===== config.mk =====
export PLATFORM = sky130hd
export DESIGN_NAME = hls_kernel_run_monitor
export DESIGN_NICKNAME = d
export VERILOG_FILES = /design/src/rtl/hls_kernel_run_monitor.sv
export SDC_FILE = /design/constraint.sdc
export NUM_CORES = 1
export LEC_CHECK = 0
export CORE_MARGIN = 4
export CORE_UTILIZATION = 50
export CTS_BUF_LIST = sky130_fd_sc_hd__clkbuf_2 sky130_fd_sc_hd__clkbuf_4 sky130_fd_sc_hd__clkbuf_8
export CTS_CLUSTER_SIZE = 24
export DETAILED_ROUTE_END_ITERATION = 10
export GPL_TIMING_DRIVEN = 0
export PLACE_DENSITY = 0.74
export SKIP_LAST_GASP = 1
export SYNTH_ARGS = -nofsm -noshare
export SYNTH_HDL_FRONTEND = slang
export SYNTH_SLANG_ARGS = --single-unit

===== constraint.sdc =====
create_clock -name clock -period 7.4 [get_ports clock]
set_input_delay 0.74 -clock clock [delete_from_list [all_inputs] [get_ports clock]]
set_output_delay 0.74 -clock clock [all_outputs]
set_load 0.02 [all_outputs]

===== src/rtl/hls_kernel_run_monitor.sv =====
// Run controller and latency monitor for a Bambu HLS kernel: pulses start_port,
// times done_port and keeps per-campaign stats. Optional: HLS_RUN_MON_MISMATCH_EN.
module hls_kernel_run_monitor #(
    parameter int CYCLE_W        = 32,
    parameter int RUN_CNT_W      = 8,
    parameter int TOTAL_W        = 40,
    parameter int TIMEOUT_CYCLES = 200000000,
    parameter int GAP_CYCLES     = 2
) (
    input  logic                 clock,
    input  logic                 reset,
    input  logic                 go,
    input  logic [RUN_CNT_W-1:0] num_runs,
    output logic                 start_port,
    input  logic                 done_port,
    output logic                 busy,
    output logic                 campaign_done,
    output logic                 timeout,
    output logic [RUN_CNT_W-1:0] runs_done,
    output logic [CYCLE_W-1:0]   last_cycles,
    output logic [CYCLE_W-1:0]   min_cycles,
    output logic [CYCLE_W-1:0]   max_cycles,
    output logic [TOTAL_W-1:0]   total_cycles,
    output logic                 latency_mismatch,
    output logic [RUN_CNT_W-1:0] mismatch_count
);

    localparam logic [2:0] S_IDLE   = 3'd0;
    localparam logic [2:0] S_START  = 3'd1;
    localparam logic [2:0] S_WAIT   = 3'd2;
    localparam logic [2:0] S_GAP    = 3'd3;
    localparam logic [2:0] S_FINISH = 3'd4;

    localparam int GAP_W = (GAP_CYCLES > 1) ? $clog2(GAP_CYCLES) : 1;
    localparam logic [CYCLE_W-1:0] CYC_MAX  = {CYCLE_W{1'b1}};
    localparam logic [CYCLE_W-1:0] TO_LAST  = CYCLE_W'(TIMEOUT_CYCLES - 1);
    localparam logic [GAP_W-1:0]   GAP_LAST = GAP_W'(GAP_CYCLES - 1);

    logic [2:0]           state;
    logic [RUN_CNT_W-1:0] runs_target;
    logic [CYCLE_W-1:0]   cnt;
    logic [GAP_W-1:0]     gap_cnt;
    logic [CYCLE_W-1:0]   lat;
    logic [TOTAL_W:0]     total_sum;
    logic [TOTAL_W-1:0]   total_nxt;
    logic [RUN_CNT_W-1:0] runs_inc;

    // Latency of a run finishing this cycle: done right after START counts as 1.
    always_comb begin
        lat       = (cnt == CYC_MAX) ? CYC_MAX : cnt + CYCLE_W'(1);
        total_sum = {1'b0, total_cycles} + (TOTAL_W + 1)'(lat);
        total_nxt = total_sum[TOTAL_W] ? {TOTAL_W{1'b1}} : total_sum[TOTAL_W-1:0];
        runs_inc  = runs_done + RUN_CNT_W'(1);
    end

    always_ff @(posedge clock) begin
        if (reset) begin
            state        <= S_IDLE;
            runs_target  <= '0;
            runs_done    <= '0;
            cnt          <= '0;
            gap_cnt      <= '0;
            last_cycles  <= '0;
            min_cycles   <= CYC_MAX;
            max_cycles   <= '0;
            total_cycles <= '0;
            timeout      <= 1'b0;
        end else begin
            case (state)
                S_IDLE: begin
                    if (go) begin
                        runs_target  <= num_runs;
                        runs_done    <= '0;
                        last_cycles  <= '0;
                        min_cycles   <= CYC_MAX;
                        max_cycles   <= '0;
                        total_cycles <= '0;
                        timeout      <= 1'b0;
                        state        <= (num_runs == '0) ? S_FINISH : S_START;
                    end
                end
                S_START: begin
                    cnt   <= '0;
                    state <= S_WAIT;
                end
                S_WAIT: begin
                    // A done landing on the last watchdog cycle still counts as completion.
                    if (done_port) begin
                        last_cycles  <= lat;
                        total_cycles <= total_nxt;
                        runs_done    <= runs_inc;
                        gap_cnt      <= '0;
                        if (lat < min_cycles) min_cycles <= lat;
                        if (lat > max_cycles) max_cycles <= lat;
                        state <= (runs_inc == runs_target) ? S_FINISH : S_GAP;
                    end else if (cnt == TO_LAST) begin
                        timeout <= 1'b1;
                        state   <= S_FINISH;
                    end else if (cnt != CYC_MAX) begin
                        cnt <= cnt + CYCLE_W'(1);
                    end
                end
                S_GAP: begin
                    if (gap_cnt == GAP_LAST) state <= S_START;
                    else gap_cnt <= gap_cnt + GAP_W'(1);
                end
                S_FINISH: state <= S_IDLE;
                default:  state <= S_IDLE;
            endcase
        end
    end

    assign start_port    = (state == S_START);
    assign busy          = (state == S_START) || (state == S_WAIT) || (state == S_GAP);
    assign campaign_done = (state == S_FINISH);

`ifdef HLS_RUN_MON_MISMATCH_EN
    logic [CYCLE_W-1:0]   ref_cycles;
    logic                 mm_flag;
    logic [RUN_CNT_W-1:0] mm_cnt;

    // First completed run of a campaign becomes the reference latency.
    always_ff @(posedge clock) begin
        if (reset) begin
            ref_cycles <= '0;
            mm_flag    <= 1'b0;
            mm_cnt     <= '0;
        end else if (state == S_IDLE && go) begin
            mm_flag <= 1'b0;
            mm_cnt  <= '0;
        end else if (state == S_WAIT && done_port) begin
            if (runs_done == '0) begin
                ref_cycles <= lat;
            end else if (lat != ref_cycles) begin
                mm_flag <= 1'b1;
                if (mm_cnt != {RUN_CNT_W{1'b1}}) mm_cnt <= mm_cnt + RUN_CNT_W'(1);
            end
        end
    end

    assign latency_mismatch = mm_flag;
    assign mismatch_count   = mm_cnt;
`else
    assign latency_mismatch = 1'b0;
    assign mismatch_count   = '0;
`endif

endmodule

# Yosys cells after proc, flatten, opt, wreduce, memory -nomap -nowiden
# Index checks and enable logic that the tools add are counted.
[op_classes] addsub=4 magnitude_cmp=2 n_eq_ne=18 n_mux=36 reduce_logical=15
[ops] op="$mux 32" n=11
[ops] op="$pmux 32 s2" n=4
[ops] op="$mux 40" n=3
[ops] op="$pmux 40 s2" n=1
[ops] op="$add 40x32->41" n=1
[ops] op="$add 32x1->32 const B" n=1
[ops] op="$eq 32x28->1 const B" n=1
[ops] op="$eq 32x32->1 const B" n=1
[ops] op="$gt 32x32->1" n=1
[ops] op="$lt 32x32->1" n=1
[ops] op="$ne 32x32->1 const B" n=1
[ops] op="$mux 3" n=6
[ops] op="$ne 2x2->1 const B" n=9
[ops] op="$mux 8" n=2
[ops] op="$pmux 8 s2" n=1
[ops] op="$reduce_and 4->1" n=4
[ops] op="$pmux 3 s4" n=1
[ops] op="$add 8x1->8 const B" n=1
[ops] op="$eq 8x8->1" n=1
[ops] op="$logic_not 8->1" n=1
[ops] op="$eq 3x2->1 const B" n=2
[ops] op="$reduce_and 3->1" n=2
[ops] op="$reduce_bool 2->1" n=3
[ops] op="$mux 1" n=5
[ops] op="8 further kinds" n=11
[word_totals] regBits=189 input_bits=12 out_inout_bits=157 wordCells=85

# Longest topological paths before layout
# Gate-level depths: netlist (run 1).
[logic_depth] depth_word=6 mapped_depth=19 ltp_nobuf=16

# Least setup slack after synthesis (run 1)
# No wires, ideal clock.
[synth_timing] path_type="reg2reg" start="register cnt[0]" end="register min_cycles[2]" setup_time_ns=0.141 arrival_time_ns=4.011 t_required_ns=7.259 setup_slack_ns=3.248 stages_incl_launch_ff=17 path_buffers=2 synth_period_minus_slack_ns=4.152 cell_sequence="dfxtp_1 > clkbuf_1 > nand4_1 > nor3_1 > nor2b_1 > and4_1 > xnor2_1 > nand2_1 > ha_1 > a21o_1 > a21o_1 > a2111oi_0 > o21bai_1 > a21o_1 > a211oi_2 > clkbuf_1 > a41oi_1"
[synth_between] elab_chain_len=5 elab_cells_between_ends=9 cone_classes="1 x add/sub; 1 x order compare; 2 x eq/ne; 4 x mux; 1 x reduce/logical"
[synth_rtl] item="start, declared" line_no="41" source="logic [CYCLE_W-1:0] cnt;"
[synth_rtl] item="start signal, assigned" line_no="100" source="cnt <= cnt + CYCLE_W'(1);"
[synth_rtl] item="$add 32x1->32 / $eq 32x32->1 (equally long branches)" line_no="50" source="lat = (cnt == CYC_MAX) ? CYC_MAX : cnt + CYCLE_W'(1);"
[synth_rtl] item="$mux 32 *" line_no="50"
[synth_rtl] item="$lt 32x32->1 / $mux 32 (equally long branches)" line_no="93" source="if (lat < min_cycles) min_cycles <= lat;"
[synth_rtl] item="$ne 2x2->1 (no source line) / $mux 32 (equally long branches)"
[synth_rtl] item="$reduce_and 4->1 (no source line) / $pmux 32 s2 (equally long branches)"
[synth_rtl] item="end signal, assigned" line_no="93"
[synth_rtl] item="end, declared" line_no="21" source="output logic [CYCLE_W-1:0] min_cycles,"
# Every way passes the cells marked *; elsewhere a longest branch is shown, timed or not. The select of a mux whose other input is x is not followed.
# A chain may end at the register's enable or synchronous reset.

# Worst setup path after layout (run 1)
[layout_timing] start="register cnt[0]" end="register max_cycles[27]"
[layout_between] elab_chain_len=5 elab_cells_between_ends=9 cone_classes="1 x add/sub; 1 x order compare; 2 x eq/ne; 4 x mux; 1 x reduce/logical"
[layout_rtl] item="$add 32x1->32 / $eq 32x32->1 (equally long branches)" line_no="50"
[layout_rtl] item="$mux 32 *" line_no="50"
[layout_rtl] item="$gt 32x32->1 / $mux 32 (equally long branches)" line_no="94" source="if (lat > max_cycles) max_cycles <= lat;"
[layout_rtl] item="$ne 2x2->1 (no source line) / $mux 32 (equally long branches)"
[layout_rtl] item="$reduce_and 4->1 (no source line) / $pmux 32 s2 (equally long branches)"
[layout_rtl] item="end signal, assigned" line_no="94"
[layout_rtl] item="end, declared" line_no="22" source="output logic [CYCLE_W-1:0] max_cycles,"
# Marks and branches as above.

==> results of run 1 <==
cell type report:
cell class | count | share of cell area
Inverter | 85 | 0.0222
Sequential cell | 189 | 0.263
Clock buffer | 21 | 0.0193
Timing Repair Buffer | 158 | 0.110
Buffer | 104 | 0.0364
Tap cell | 319 | 0.0278
Clock inverter | 11 | 0.00714
Multi-Input combinational cell | 1190 | 0.514
routing by layer:
| metal | part of all wire | up-vias | track usage |
|---|---|---|---|
| met1 | 0.43 | 5883 | 0.440 |
| met2 | 0.43 | 595 | 0.471 |
| met5 | 0 | - | 0 |
| met4 | 0.045 | 0 | 0.139 |
| li1 | - | 5930 | - |
| met3 | 0.094 | 99 | 0.0628 |
cells in the final DEF, fill, tap and decap left out, types with 14 or more instances in the layout:
cell             netlist  layout
nor3_1                53      53
and3_1                23      23
o21ai_0               76      76
a31oi_1               34      34
o31ai_1               20      20
clkbuf_1              67      67
xor2_1                31      31
or3_1                 28      28
nand4_1               29      29
nand3_1               53      53
clkbuf_8               4      23
nand2_1              149     149
nor2_1               143     143
xnor2_1               34      34
a21oi_1              187     187
a211oi_1              28      28
dfxtp_1              189     189
nor4_1                14      14
clkdlybuf4s50_1        0     158
nand3b_1              30      30
a21o_1                27      27
ha_1                  98      98
inv_1                 85      85
worst max-delay path, delay by kind of cell (launching register included):
kind                       cells  cell delay (ps)
and+or+nand+nor               10             3000
AOI/OAI and AO/OA              4             1610
buffers and inverters          3              930
DFF                            1              350
adders and majority gates      1              280
power groups by stage:
stage	Sequential [µW]	Combinational, µW	Clock (µW)
CTS	1070	361	694
global route	1070	399	731
finish	1070	367	693
global placement	1090	354	0
detailed placement	1090	359	0
floorplan	1110	202	0
cell families (layout without fill, tap and decap cells):
group / Yosys count / in the layout / share of synthesized area
and+or+nand+nor: 577 / 577 / 0.238
AOI/OAI and AO/OA: 438 / 438 / 0.222
DFF: 189 / 189 / 0.316
buffers and inverters: 189 / 379 / 0.0703
adders and majority gates: 99 / 99 / 0.104
xor gates and xnor gates: 65 / 65 / 0.0475
muxes: 2 / 2 / 0.00188
other: 1 / 9 / 0.000313
worst paths after layout:
kind                            slack, ps  depth (start not counted)                          end                         from
worst min-delay path                  480                          2  runs_target[7]$_SDFFE_PP0P_  runs_target[7]$_SDFFE_PP0P_
worst min register to register        480                          2  runs_target[7]$_SDFFE_PP0P_  runs_target[7]$_SDFFE_PP0P_
worst max-delay path                 1150                         18  max_cycles[27]$_SDFFE_PP0P_          cnt[0]$_SDFFE_PP0P_
worst max register to register       1150                         18  max_cycles[27]$_SDFFE_PP0P_          cnt[0]$_SDFFE_PP0P_
through the flow:
stage | utilization | hold slack (ps) | total power [µW]
2_1_floorplan | - | 448 | 1310
3_3_place_gp | 0.594 | 456 | 1450
3_5_place_dp | 0.594 | 460 | 1450
4_1_cts | 0.610 | 474 | 2120
5_1_grt | 0.610 | 502 | 2200
6_report | 0.610 | 476 | 2130
flip-flops by register name, indices dropped and copies added, names as in the netlist:
name / count
cnt: 32
gap_cnt: 1
last_cycles: 32
max_cycles: 32
min_cycles: 32
runs_done: 8
runs_target: 8
state: 3
timeout: 1
total_cycles: 40
==> impl_metrics.tcl, run 1 <==
set metrics [dict create \
    cpPeakStageDelay_ps 1050 \
    syn2layout_area_growth_pct 20.0 \
    yosysTopAreaCell "dfxtp_1" \
    power_density_mw_per_mm2 148 \
    ios 169 \
    htree_levels 4 \
    final_cells 2077 \
    vdd_drop_max_uv 128 \
    fin_crit_ps 6250 \
    grt_pass1_wl_mm 65.2 \
    skew_ps 16.8 \
    worstSetupEndpointType "flop" \
    place_inst 2045 \
    dieHeight_um 163 \
    multi_input_area_mm2 0.00738 \
    status "complete, no violations" \
    max_slew_margin 0.0334 \
    clock_path_buffers 2 \
    die_area_mm2 0.0265 \
    clock_latency_ps 480 \
    fin_ws_ps 1150 \
    cts_setup_buffers 0 \
    grtUsageTotal 0.315 \
    fillers 2235 \
    ant_nets 0 \
    pre_cts_ws_ps 1470 \
    timing_worst_setup_path_type "flop to flop" \
    drc 0 \
    min_path_type "flop to flop" \
    synth.distinct_cells 81 \
    port_buffers 158 \
    vias_per_cell 6.02 \
    cts-resized-gates 0 \
    ys_seq_area_frac 0.316 \
    synth.area.top_cells "dfxtp_1, ha_1, a21oi_1" \
    final.setup.tns_ps 0 \
    tritoncts "built" \
    synth.most_common_cell "dfxtp_1" \
    num-nets-final 1856 \
    yosys_warnings 0 \
    p_sw_uw 699 \
    synth_edf_count 0 \
    rows 56 \
    async_flop_share 0 \
    final_cell_area_mm2 0.0144 \
    netlist_area_mm2 0.0120 \
    p_leak_uw 0.00595 \
    initial_core_util 0.509 \
    routedWlPerCell_um 20.5 \
    synth_top_area_frac 0.316 \
    cell_internal_pwr_uw 1430 \
    vias 12500 \
    dp_hpwl_mm 32.6 \
    hold_viol_final 0 \
    finalCritPeriodShare 0.845 \
    setup_viol 0 \
    place_congestion 1.00 \
    rsz0062_at_grt "false" \
    power_frac_comb 0.172 \
    grt_overflow 0 \
    cap_violations 0 \
    clockPowerShare 0.325 \
    synthCells 1560 \
    arrival_ps 6630 \
    die_w_um 163 \
    antenna_cells 0 \
    synth_area_per_cell_um2 7.67 \
    slew_violations 0 \
    clock_sinks 189 \
    antenna_found_initial 0 \
    cts_buffers 17 \
    synth-seq-cells 189 \
    place_area_mm2 0.0140 \
    holdBufCountCts 0 \
    drive_gt1_frac 0.0478 \
    grt_pass1_vias 11600 \
    seq_area_mm2 0.00378 \
    start_kind "flop" \
    swShare 0.328 \
    worst-path-max-fanout 10 \
    finalWirelength_mm 42.6 \
    max_freq_mhz 160 \
    cts-root-buf "clkbuf_8" \
    drtPass1Iterations 5 \
    synth_flop_cell "dfxtp_1" \
    fp.coreArea_mm2 0.0235 \
    worstMarginPinSlew_ps 1440 \
    path_clk_slew_ps 110 \
    synthTopCellsByCount "dfxtp_1, a21oi_1, nand2_1, nor2_1, ha_1" \
    grt_max_degree 18 \
    drtIter0Drc 1208 \
    worst_path_max_delay_cell "a31oi_1" \
    sequentialPowerShare 0.503 \
    required_ps 7780 \
    crit_chain "clkbuf_1, nand3_1, nor2_1, nand4_1, nor3_1, nor2_1, a31oi_1, ha_1, nand4_1, nor4_1, nand3_1, nor3_2, o21ai_1, a21oi_2, buf_4, buf_2, nand3b_1, o31ai_1" \
]
Note: power is estimated with default switching activity, not from simulation.
==> run 2, diff against run 1 <==
--- a/config.mk
+++ b/config.mk
@@ -11,7 +11,7 @@
 export CTS_CLUSTER_SIZE = 24
 export DETAILED_ROUTE_END_ITERATION = 10
 export GPL_TIMING_DRIVEN = 0
-export PLACE_DENSITY = 0.74
+export PLACE_DENSITY = 0.77
 export SKIP_LAST_GASP = 1
 export SYNTH_ARGS = -nofsm -noshare
 export SYNTH_HDL_FRONTEND = slang
==> constraint.sdc (replaced) <==
create_clock -name clock -period 5.1 [get_ports clock]
set_input_delay 0.51 -clock clock [delete_from_list [all_inputs] [get_ports clock]]
set_output_delay 0.51 -clock clock [all_outputs]
set_load 0.02 [all_outputs]
==> impl_metrics.tcl, run 2 (same netlist as run 1, synthesis figures left out) <==
set metrics [dict create \
    cts_buffers 17 \
    crit_chain "ha_2, nand3_2, or2_1, clkbuf_8, nor3_4, and3_1, xnor2_1, nand2_2, ha_1, nand4_1, nor4_4, nand3_1, nor3_2, o21ai_1, a21oi_2, buf_4, buf_2, nand3b_1, o31ai_1" \
    dp_hpwl_mm 32.2 \
    worst-path-max-fanout 10 \
    vias 12700 \
    finalWirelength_mm 42.4 \
    grt_pass1_vias 11600 \
    vdd_drop_max_uv 144 \
    vias_per_cell 6.08 \
    drc 0 \
    slew_violations 0 \
    tritoncts "built" \
    max_slew_margin 0.458 \
    status "complete, no violations" \
    grtUsageTotal 0.311 \
    whs_ps 478 \
    worstMarginPinSlew_ps 813 \
    skew_ps 14.1 \
    worst_path_max_delay_cell "dfxtp_1" \
    swShare 0.327 \
    timing_worst_setup_path_type "flop to flop" \
    routedWlPerCell_um 20.3 \
    worstSetupEndpointType "flop" \
    ff2ff_setup_slack_ps 130 \
    die_w_um 163 \
    cts-root-buf "clkbuf_8" \
    antenna_cells 0 \
    arrival_ps 5370 \
    initial_core_util 0.509 \
    cell_internal_pwr_uw 2080 \
    min_path_type "flop to flop" \
    place_area_mm2 0.0140 \
    pre_cts_ws_ps -954 \
    max_freq_mhz 201 \
    clock_path_buffers 2 \
    mostFrequentLayoutCells "dfxtp_1, a21oi_1, clkdlybuf4s50_1, nor2_1, nand2_1" \
    fp.coreArea_mm2 0.0235 \
    htree_levels 4 \
    fin_ws_ps 125 \
    clock_latency_ps 490 \
    required_ps 5490 \
    drive_gt1_frac 0.0748 \
    cpPeakStageDelay_ps 420 \
    ios 169 \
    largest_register_ffs 40 \
    power_frac_comb 0.175 \
    antenna_found_initial 0 \
    setup_viol 0 \
    grt_pass1_wl_mm 64.8 \
    cap_violations 0 \
    p_leak_uw 0.00603 \
    start_kind "flop" \
    final_common_cell "dfxtp_1" \
    path_clk_slew_ps 110 \
    p_sw_uw 1010 \
    die_area_mm2 0.0265 \
    drtPass1Iterations 6 \
    regMostFlops "total_cycles" \
    port_buffers 158 \
    grt_overflow 0 \
    place_congestion 0.974 \
    syn2layout_area_growth_pct 22.0 \
    final_cell_area_mm2 0.0146 \
    clockPowerShare 0.320 \
    finalCritPeriodShare 0.975 \
    hold_viol_final 0 \
    fin_crit_ps 4970 \
    num-nets-final 1863 \
    dieHeight_um 163 \
    drtIter0Drc 1346 \
    grt_max_degree 18 \
    rows 56 \
    ant_nets 0 \
    power_density_mw_per_mm2 211 \
    clock_sinks 189 \
    p_total_uw 3080 \
    sequentialPowerShare 0.504 \
]
==> run 2: repair_timing <==
item                       4_1_cts  5_1_grt
setup buffers                    0        7
setup endpoints to repair       98      104
hold buffers                     0        0
cloned                           0        0
pin swaps                        0        4
resized for setup               33       29
==> run 2: layout make-up <==
type	count	area, µm²
fillers	2166	8940
multi-input cells	1190	7560
flip-flops and latches	189	3780
repair buffers	165	1630
plain buffers	104	538
well taps	319	399
inverters	85	319
clock buffers	21	270
clock inverters	11	104
==> run 2: metrics by stage <==
stage	instances	TNS, ps	utilization
global route	2084	-105	0.620
global placement	2045	-35850	0.594
finish	2084	0	0.620
detailed placement	2045	-39100	0.594
CTS	2077	0	0.615
floorplan	1568	0	-
==> run 2: power groups by stage <==
stage	logic, µW	clock network, µW	registers (µW)
2_1_floorplan	293	0	1610
3_3_place_gp	510	0	1590
3_5_place_dp	518	0	1590
4_1_cts	522	987	1550
5_1_grt	583	1040	1560
6_report	541	987	1550
==> run 2: worst paths after layout <==
kind | cells after the start | from | end
worst max register to register | 19 | cnt[1]$_SDFFE_PP0P_ | max_cycles[26]$_SDFFE_PP0P_
worst max-delay path | 19 | cnt[1]$_SDFFE_PP0P_ | max_cycles[26]$_SDFFE_PP0P_
worst min-delay path | 2 | last_cycles[29]$_SDFFE_PP0P_ | last_cycles[29]$_SDFFE_PP0P_
worst min register to register | 2 | last_cycles[29]$_SDFFE_PP0P_ | last_cycles[29]$_SDFFE_PP0P_
==> run 2: worst max-delay path: cells and delay by family, from the launching register on <==
family	cells	cell delay [ps]
fa+ha+maj	2	620
flops	1	420
buf+inv	3	680
compound gates	3	510
xor+xnor	1	170
simple gates	10	2440
==> run 2: routing by layer <==
layer	wire length (µm)	global-route usage	up-vias
li1	-	-	5930
met1	17600	0.431	5955
met2	18500	0.479	695
met3	4610	0.0623	97
met4	1710	0.120	0
met5	0	0	-
==> run 3, diff against run 2 <==
--- a/config.mk
+++ b/config.mk
@@ -10,7 +10,6 @@
 export CTS_BUF_LIST = sky130_fd_sc_hd__clkbuf_2 sky130_fd_sc_hd__clkbuf_4 sky130_fd_sc_hd__clkbuf_8
 export CTS_CLUSTER_SIZE = 24
 export DETAILED_ROUTE_END_ITERATION = 10
-export GPL_TIMING_DRIVEN = 0
 export PLACE_DENSITY = 0.77
 export SKIP_LAST_GASP = 1
 export SYNTH_ARGS = -nofsm -noshare
==> impl_metrics.tcl, run 3 (same netlist as run 1, synthesis figures left out) <==
set metrics [dict create \
    ant_nets 0 \
    seq_area_mm2 0.00378 \
    drive_gt1_frac 0.0623 \
    max_freq_mhz 207 \
    ff2ff_setup_slack_ps 280 \
    tritoncts "built" \
    die_area_mm2 0.0265 \
    status "complete, no violations" \
    vdd_drop_max_uv 138 \
    clock_sinks 189 \
    cts_setup_buffers 0 \
    fin_crit_ps 4820 \
    grtUsageTotal 0.290 \
    vias 12300 \
    grt_pass1_vias 11300 \
    clock_path_buffers 2 \
    multi_input_area_mm2 0.00740 \
    syn2layout_area_growth_pct 19.5 \
    start_kind "flop" \
    cts-root-buf "clkbuf_8" \
    initial_core_util 0.509 \
    whs_ps 473 \
    required_ps 5460 \
    max_slew_margin 0.303 \
    htree_levels 4 \
    final_common_cell "dfxtp_1" \
    finalWirelength_mm 39.2 \
    arrival_ps 5180 \
    final.setup.tns_ps 0 \
    drtPass1Iterations 6 \
    slew_violations 0 \
    routedWlPerCell_um 19.4 \
    p_total_uw 3160 \
    path_clk_slew_ps 120 \
    fillers 2141 \
    skew_ps 16.2 \
    place_congestion 1.03 \
    dieHeight_um 163 \
    antenna_found_initial 0 \
    timing_worst_setup_path_type "flop to flop" \
    worstMarginPinSlew_ps 1040 \
    rsz0062_at_grt "false" \
    setup.worst_path.start "cnt[1]$_SDFFE_PP0P_" \
    worstSetupEndpointType "flop" \
    hold_viol_final 0 \
    fp.coreArea_mm2 0.0235 \
    worst_r2r_startpoint "cnt[1]$_SDFFE_PP0P_" \
    rows 56 \
    mostFrequentLayoutCells "dfxtp_1, a21oi_1, clkdlybuf4s50_1, nand2_1, nor2_1" \
    setup_viol 0 \
    min_path_type "flop to flop" \
    num-nets-final 1799 \
    drtIter0Drc 1401 \
    power_density_mw_per_mm2 221 \
    port_buffers 159 \
    regMostFlops "total_cycles" \
    cts-resized-gates 0 \
    largest_register_ffs 40 \
    worst-path-max-fanout 11 \
    p_leak_uw 0.00597 \
    worstHoldStart "last_cycles[31]$_SDFFE_PP0P_" \
    finalCritPeriodShare 0.946 \
    die_w_um 163 \
    cts_buffers 17 \
    grt_overflow 0 \
    antenna_cells 0 \
    clock_latency_ps 490 \
    grt_pass1_wl_mm 61.7 \
    holdBufCountCts 0 \
    vias_per_cell 6.06 \
    drc 0 \
    cap_violations 0 \
    grt_max_degree 112 \
    ios 169 \
    dp_hpwl_mm 29.3 \
]
run 3: cell count changes in the layout (fill, tap and decap cells not counted), moves of 6 or more:
cell | before | now
nand2_2 | 7 | 1
buf_4 | 20 | 43
buf_2 | 7 | 0
nand2_1 | 137 | 148
clkbuf_1 | 57 | 0
clkbuf_2 | 11 | 0
buf_1 | 6 | 0
run 3: where the power goes:
part           leakage, µW  internal [µW]  total (µW)  switching (µW)
Clock             0.000215            463        1110             650
Sequential         0.00153           1510        1550            41.3
Combinational      0.00423            165         489             324
run 3: final timing paths:
path,to,cells past startpoint
max,total_cycles[38]$_SDFFE_PP0P_,16
min,last_cycles[31]$_SDFFE_PP0P_,2
max reg2reg,total_cycles[38]$_SDFFE_PP0P_,16
min reg2reg,last_cycles[31]$_SDFFE_PP0P_,2
run 3: critical path, cell delays in order (launching register included):
cell and delay, ps:
dfxtp_1 410, ha_1 260, nand3_1 220, or2_1 430, nor2_1 290, xnor2_1 180
nor2b_1 330, inv_1 250, ha_1 480, nand2_1 90, or4_1 440, o211ai_1 250
a31oi_1 120, buf_4 170, nor2_1 330, nor4bb_1 350, nor3_1 80
run 3: stage by stage:
stage	worst slack [ps]	util	std cells	cell area, µm²
2_1_floorplan	948	-	1568	12000
3_3_place_gp	576	0.590	1988	13900
3_5_place_dp	441	0.590	1988	13900
4_1_cts	414	0.608	2020	14300
5_1_grt	45.5	0.608	2020	14300
6_report	275	0.608	2020	14300
run 3: final cells by class:
| class | instances | share of cell area |
|---|---|---|
| Sequential cell | 189 | 0.264 |
| Multi-Input combinational cell | 1190 | 0.517 |
| Clock buffer | 17 | 0.0164 |
| Inverter | 85 | 0.0223 |
| Tap cell | 319 | 0.0279 |
| Timing Repair Buffer | 205 | 0.138 |
| Clock inverter | 15 | 0.0136 |
run 3: metal layers:
layer  global-route usage  wire (µm)  vias to the layer above  share of wire
li1                     -          -                     5797              -
met1                0.398      16400                     5724           0.42
met2                0.452      17500                      620           0.45
met3               0.0532       3680                      110          0.094
met4                0.115       1660                        0          0.042
met5                    0          0                        -              0
